$ cat src/rtl/gray_counter_gen_if.sv
// Control and count bus for gray_counter_gen: the master drives the controls, the slave (counter) returns the count.
interface gray_counter_gen_if #(
    parameter int unsigned WIDTH = 8
) ();
    logic             enable;
    logic             up;
    logic             load;
    logic [WIDTH-1:0] load_val;
    logic [WIDTH-1:0] bin_out;
    logic [WIDTH-1:0] gray_out;
    logic             tc;
    logic             ovf;

    modport master (
        output enable, up, load, load_val,
        input  bin_out, gray_out, tc, ovf
    );

    modport slave (
        input  enable, up, load, load_val,
        output bin_out, gray_out, tc, ovf
    );
endinterface

$ cat src/rtl/gray_counter_gen.sv
// Parametrised up/down binary counter with registered Gray output, wrap/saturate mode and overflow pulse.
// Optional macro GRAY_CNT_LOAD_GRAY_EN: load_val is Gray-coded and decoded to binary before loading.
module gray_counter_gen #(
    parameter int unsigned WIDTH    = 8,
    parameter int unsigned RST_VAL  = 0,
    parameter int unsigned SATURATE = 0
) (
    input  logic            clk,
    input  logic            rst,
    gray_counter_gen_if.slave bus
);
    localparam logic [WIDTH-1:0] MAX_VAL  = '1;
    localparam logic [WIDTH-1:0] RST_BIN  = WIDTH'(RST_VAL);
    localparam logic [WIDTH-1:0] RST_GRAY = RST_BIN ^ (RST_BIN >> 1);

    logic [WIDTH-1:0] bin_q, bin_d;
    logic [WIDTH-1:0] gray_q, gray_d;
    logic             ovf_q, ovf_d;
    logic [WIDTH-1:0] load_bin;
    logic [WIDTH-1:0] step_val;
    logic             tc_c;

`ifdef GRAY_CNT_LOAD_GRAY_EN
    // Prefix-XOR Gray decode: each binary bit is the parity of all Gray bits at or above it.
    always_comb begin
        load_bin = '0;
        for (int i = 0; i < int'(WIDTH); i++) begin
            load_bin[i] = ^(bus.load_val >> i);
        end
    end
`else
    assign load_bin = bus.load_val;
`endif

    assign tc_c     = bus.up ? (bin_q == MAX_VAL) : (bin_q == '0);
    assign step_val = bus.up ? (bin_q + WIDTH'(1)) : (bin_q - WIDTH'(1));

    // Next state: load beats enable; a step at terminal count wraps or holds and raises ovf.
    always_comb begin
        bin_d = bin_q;
        ovf_d = 1'b0;
        if (bus.load) begin
            bin_d = load_bin;
        end else if (bus.enable) begin
            bin_d = step_val;
            if (tc_c) begin
                ovf_d = 1'b1;
                if (SATURATE != 0) begin
                    bin_d = bin_q;
                end
            end
        end
        gray_d = bin_d ^ (bin_d >> 1);
    end

    always_ff @(posedge clk) begin
        if (rst) begin
            bin_q  <= RST_BIN;
            gray_q <= RST_GRAY;
            ovf_q  <= 1'b0;
        end else begin
            bin_q  <= bin_d;
            gray_q <= gray_d;
            ovf_q  <= ovf_d;
        end
    end

    assign bus.bin_out  = bin_q;
    assign bus.gray_out = gray_q;
    assign bus.tc       = tc_c;
    assign bus.ovf      = ovf_q;
endmodule
$ cat src/flat_wrapper.sv
// flat-port wrapper written by rule: the top's interface ports become plain ports
module gray_counter_gen_flat 
#(
    parameter int unsigned WIDTH    = 8,
    parameter int unsigned RST_VAL  = 0,
    parameter int unsigned SATURATE = 0
)
  (clk, rst, bus_enable, bus_up, bus_load, bus_load_val, bus_bin_out, bus_gray_out, bus_tc, bus_ovf);
  gray_counter_gen_if #(.WIDTH(WIDTH)) bus_i ();
  input  logic clk;
  input  logic rst;
  input wire logic [$bits(bus_i.enable)-1:0] bus_enable;
  input wire logic [$bits(bus_i.up)-1:0] bus_up;
  input wire logic [$bits(bus_i.load)-1:0] bus_load;
  input wire logic [$bits(bus_i.load_val)-1:0] bus_load_val;
  output wire logic [$bits(bus_i.bin_out)-1:0] bus_bin_out;
  output wire logic [$bits(bus_i.gray_out)-1:0] bus_gray_out;
  output wire logic [$bits(bus_i.tc)-1:0] bus_tc;
  output wire logic [$bits(bus_i.ovf)-1:0] bus_ovf;
  assign bus_i.enable = bus_enable;
  assign bus_i.up = bus_up;
  assign bus_i.load = bus_load;
  assign bus_i.load_val = bus_load_val;
  assign bus_bin_out = bus_i.bin_out;
  assign bus_gray_out = bus_i.gray_out;
  assign bus_tc = bus_i.tc;
  assign bus_ovf = bus_i.ovf;
  gray_counter_gen #(.WIDTH(WIDTH), .RST_VAL(RST_VAL), .SATURATE(SATURATE)) u_core (.clk(clk), .rst(rst), .bus(bus_i));
endmodule
$ cat config.mk
export PLATFORM = sky130hd
export DESIGN_NAME = gray_counter_gen_flat
export DESIGN_NICKNAME = d
export VERILOG_FILES = /design/src/rtl/gray_counter_gen_if.sv /design/src/rtl/gray_counter_gen.sv /design/src/flat_wrapper.sv
export SDC_FILE = /design/constraint.sdc
export NUM_CORES = 1
export LEC_CHECK = 0
export CAP_MARGIN = 20
export CORE_MARGIN = 2
export CORE_UTILIZATION = 37
export CTS_CLUSTER_DIAMETER = 40
export DETAILED_ROUTE_END_ITERATION = 16
export HOLD_SLACK_MARGIN = 0.05
export PLACE_DENSITY = 0.66
export SYNTH_ARGS = -nofsm -noshare
export SYNTH_HDL_FRONTEND = slang
export SYNTH_SLANG_ARGS = --single-unit
$ cat constraint.sdc
create_clock -name clk -period 2 [get_ports clk]
set_clock_uncertainty 0.1 [all_clocks]
set_input_delay 0.4 -clock clk [delete_from_list [all_inputs] [get_ports clk]]
set_output_delay 0.4 -clock clk [all_outputs]
set_load 0.01 [all_outputs]
== Word-level counts from Yosys, hierarchy flattened ==
Cells that the tools add are included.
Storage, ports and cells
  register bits: 17
  input port bits: 13
  output and inout bits: 18
  logic and storage cells: 15
Cells by class
  add/subtract/negate cells: 2
  eq/ne operators: 1
  muxes and demuxes: 5
  bitwise operators: 2
  reductions and logical operators: 2
Operator list (count)
  $mux W8: 3
  $add A8 B1 Y8 const B: 1
  $eq A8 B8 Y1 const B: 1
  $logic_not A8 Y1: 1
  $sub A8 B1 Y8 const B: 1
  $xor A8 B7 Y8: 1
  $reduce_or A3 Y1: 1
  $mux W1: 2
  $not A1 Y1: 1

== Depth between registers and ports, before layout ==
  depth after elaboration: 5
  gate-level depth with buffers: 8
  gate-level depth less buffers: 8

== Worst setup path after synthesis ==
Ideal clock, no wire load.
  path type: input port to flip-flop
  from: input port bus_up
  to: register u_core.gray_q[6] (netlist: u_core.bus.gray_out[6])
  setup time: 0.121 ns
  arrival: 1.995 ns
  data required time: 1.779 ns
  path slack: -0.216 ns
  stages: 8
  buffers on the path: 0
  cell sequence: inv_1 > ha_1 > nor2b_1 > o31a_1 > o221a_1 > a211oi_4 > nor2_2 > mux2_2
On the way
  longest elaborated chain between the ends: 4
RTL lines
  start: declaration: line flat_wrapper.sv:13  | input wire logic [$bits(bus_i.up)-1:0] bus_up;
  $mux W8: line gray_counter_gen.sv:36  | assign step_val = bus.up ? (bin_q + WIDTH'(1)) : (bin_q - WIDTH'(1));
  $mux W8: line gray_counter_gen.sv:44  | end else if (bus.enable) begin
  $mux W8: line gray_counter_gen.sv:42  | if (bus.load) begin
  $xor A8 B7 Y8: line gray_counter_gen.sv:53  | gray_d = bin_d ^ (bin_d >> 1);
  end signal: assignment: line gray_counter_gen.sv:63  | gray_q <= gray_d;
  end: declaration: line gray_counter_gen.sv:17  | logic [WIDTH-1:0] gray_q, gray_d;
Every way passes these cells.
A chain may end at the register's enable or synchronous reset.

== Final worst setup path ==
Same ends and word-level chain as after synthesis.

==> results.json <==
{
  "outcome": "complete, but fails checks",
  "violations": "setup timing",
  "antenna_found_initial": 0,
  "setup.worst_path.class": "input pin to flop",
  "vias": 1123,
  "drc": 0,
  "h-tree-depth": 1,
  "cts_root_buffer": "clkbuf_4",
  "critPathCaptureType": "flop",
  "crit_family": "compound AO/OA/AOI/OAI gates",
  "numCtsBuffers": 3,
  "fp.dieW_microns": 56.92,
  "slowest_stage": "mux2_4",
  "worstPathMaxFanout": 5,
  "synth_top_family_by_area": "simple AND/OR/NAND/NOR gates",
  "synth_xor_area_share_pct": 6.763,
  "cp_cell_sequence": "buf_8, clkinvlp_4, buf_12, ha_4, nand2_2, a211o_1, nand4_1, nand3_1, a221oi_2, mux2_4",
  "yosys_warnings": 0,
  "final_common_cell": "buf_4",
  "fin_ws_ns": -0.1632,
  "rsz0062_at_grt": "yes",
  "num_rows": 19,
  "start_util_pct": 38.23,
  "max_freq_mhz": 462.3,
  "synth_cell_type_count": 41,
  "nNetsFinal": 208,
  "relSlewSlack_pct": 74.25,
  "synthCells": 121,
  "floorplan.die_area_sq_um": 3239,
  "clk_pin_slew_ns": 0.09,
  "synth_adder_area_share_pct": 9.179,
  "netlist_area_sq_um": 1036,
  "ioPinCount": 31,
  "drive_gt1_share_pct": 39.57,
  "fp.dieH_microns": 56.92,
  "synthSimpleGateAreaFrac_pct": 22.71,
  "portBuffers": 30,
  "max_stage_delay_ns": 0.33,
  "tns_ns": -0.4961,
  "cp.required_ns": 2.08,
  "cts_tree": "yes",
  "final_hold_viol_count": 0,
  "synth.area.top_cells": "dfxtp_1 31%, ha_1 7.2%, nor2_1 6.9%",
  "grt_pass1_wl_microns": 5078,
  "power_density_nw_per_um2": 597.7,
  "coreArea_sq_um": 2710,
  "syn_nets": 141,
  "worstPathArrival_ns": 2.24,
  "diodes": 0,
  "timing.final.crit_share_pct": 108.2,
  "dr.pass1.iters": 4,
  "power.total_mw": 1.105,
  "grt_max_degree": 12,
  "placed_area_sq_um": 1600,
  "yosysTopAreaCell": "dfxtp_1",
  "stdcell_area_sq_um": 1848,
  "p_leak_nw": 0.7614,
  "maxCapViolCount": 0,
  "synth_compound_area_share_pct": 21.74,
  "period_minus_slack_ns": 2.163,
  "avgSynthCellArea_sq_um": 8.562,
  "muxShareOfSynthArea_pct": 3.986,
  "cts.sinks": 16,
  "area_growth_pct": 78.38,
  "ir_drop_uv": 736.5,
  "dp_hpwl_microns": 2348,
  "setup_viol": 5,
  "globalplace.congestion": 0.8572,
  "insertion_delay_ns": 0.28,
  "post_drt_wl_per_cell_microns": 14.22,
  "slew_violations": 0,
  "track_usage_pct": 20.20,
  "ys_seq_elements": 16,
  "path_buf_inv": 3,
  "antenna_left": 0,
  "hold_path_class": "flop to flop",
  "drt_wl_total_microns": 3100,
  "drtIter0Drc": 14,
  "critPathLaunchType": "input pin",
  "clock_path_buffers": 2,
  "worst_slew_pin_slew_ns": 0.3846,
  "grt_overflow": 0,
  "grt_pass1_vias": 1124,
  "synth-seq-area-share_pct": 30.92,
  "final_cell_mix": "34 x buf_4, 28 x clkdlybuf4s50_1, 19 x nor2_1, 13 x dfxtp_1, 6 x ha_4",
  "viasPerCell": 5.151,
  "synth_top_area_share_pct": 30.92
}
-- state kept, by name, indices dropped and copies added, names as in the netlist --
register             count
u_core.bus.gray_out      8
u_core.bus.bin_out       7
u_core.bus.ovf           1
-- power by group --
group | total [mW] | switching, mW | internal, mW
sequential | 0.379 | 0.0241 | 0.355
clock | 0.212 | 0.101 | 0.111
combinational | 0.513 | 0.217 | 0.296
-- cell usage after synthesis --
cell type and number:
a2111oi_2 1, a211o_1 1, a211oi_1 1, a211oi_4 1, a21o_1 2, a21oi_1 7
a221oi_2 1, a22o_1 3, a2bb2oi_2 1, and2_1 1, and3_1 1, buf_2 3
buf_4 1, clkbuf_1 1, dfxtp_1 16, fa_1 1, ha_1 6, inv_1 6
mux2_2 1, mux2i_1 3, nand2_1 5, nand2b_1 1, nand3_1 6, nand4_1 2
nor2_1 19, nor2_2 1, nor2b_1 4, nor3_1 4, nor3b_1 1, nor3b_2 1
nor4_1 1, o21a_1 2, o21ai_0 2, o221a_1 1, o22ai_1 1, o2bb2ai_1 1
o31a_1 1, o31ai_1 1, or2_2 1, xnor2_1 6, xor2_1 2
-- stage by stage --
step                std cells  util, %  hold WS [ns]  setup WS (ns)
detailed placement        206    59.05        0.5672        -0.9137
global placement          206    59.05        0.5607        -0.8348
finish                    218    68.19        0.6130        -0.1632
floorplan                 121        -        0.3716        -0.2148
CTS                       217    63.53        0.6036        -0.1496
global route              218    68.19        0.6219        -0.2182
-- final cells by class --
class / count / area, sq um
inverter: 6 / 26.28
clock buffer: 4 / 36.28
multi-input combinational: 94 / 824.5
sequential: 16 / 324.1
fill: 233 / 862.1
tap: 31 / 38.79
timing repair buffer: 67 / 598.1
-- cell families after synthesis --
kind of cell	Yosys count
AND/OR/NAND/NOR	48
AO/OA/AOI/OAI	27
flip-flops	16
buffers and inverters	11
XOR/XNOR	8
adder cells (fa/ha/maj)	7
multiplexers	4
-- worst min-delay path, cell delays in order (launching register included) --
cell     delay [ns]
dfxtp_1        0.36
nand4_1        0.10
o31ai_2        0.07
nor3b_1        0.14
-- per-layer routing --
layer | wire [microns] | GRT usage, % | up-vias
li1 | - | - | 566
met5 | 0 | 0 | -
met1 | 1380 | 24.33 | 525
met2 | 1540 | 34.81 | 30
met4 | 35 | 6.645 | 0
met3 | 143 | 5.300 | 2
-- worst paths after layout --
check / startpoint / end / slack [ns] / depth (start not counted)
max: bus_up / u_core.bus.gray_out[6] / -0.16 / 10
min: u_core.bus.gray_out[7] / u_core.bus.ovf / 0.61 / 3
max reg2reg: u_core.bus.bin_out[1] / u_core.bus.gray_out[6] / -0.10 / 8
min reg2reg: u_core.bus.gray_out[7] / u_core.bus.ovf / 0.61 / 3
-- timing repair --
| item | CTS | global route |
|---|---|---|
| pin swaps | 6 | 18 |
| buffers inserted | 7 | 1 |
| endpoints found under the setup margin | 14 | 7 |
| resized for setup | 17 | 16 |
| hold endpoints to repair | 0 | 0 |
| hold buffers | 0 | 0 |
(Power assumes the default switching activity.)
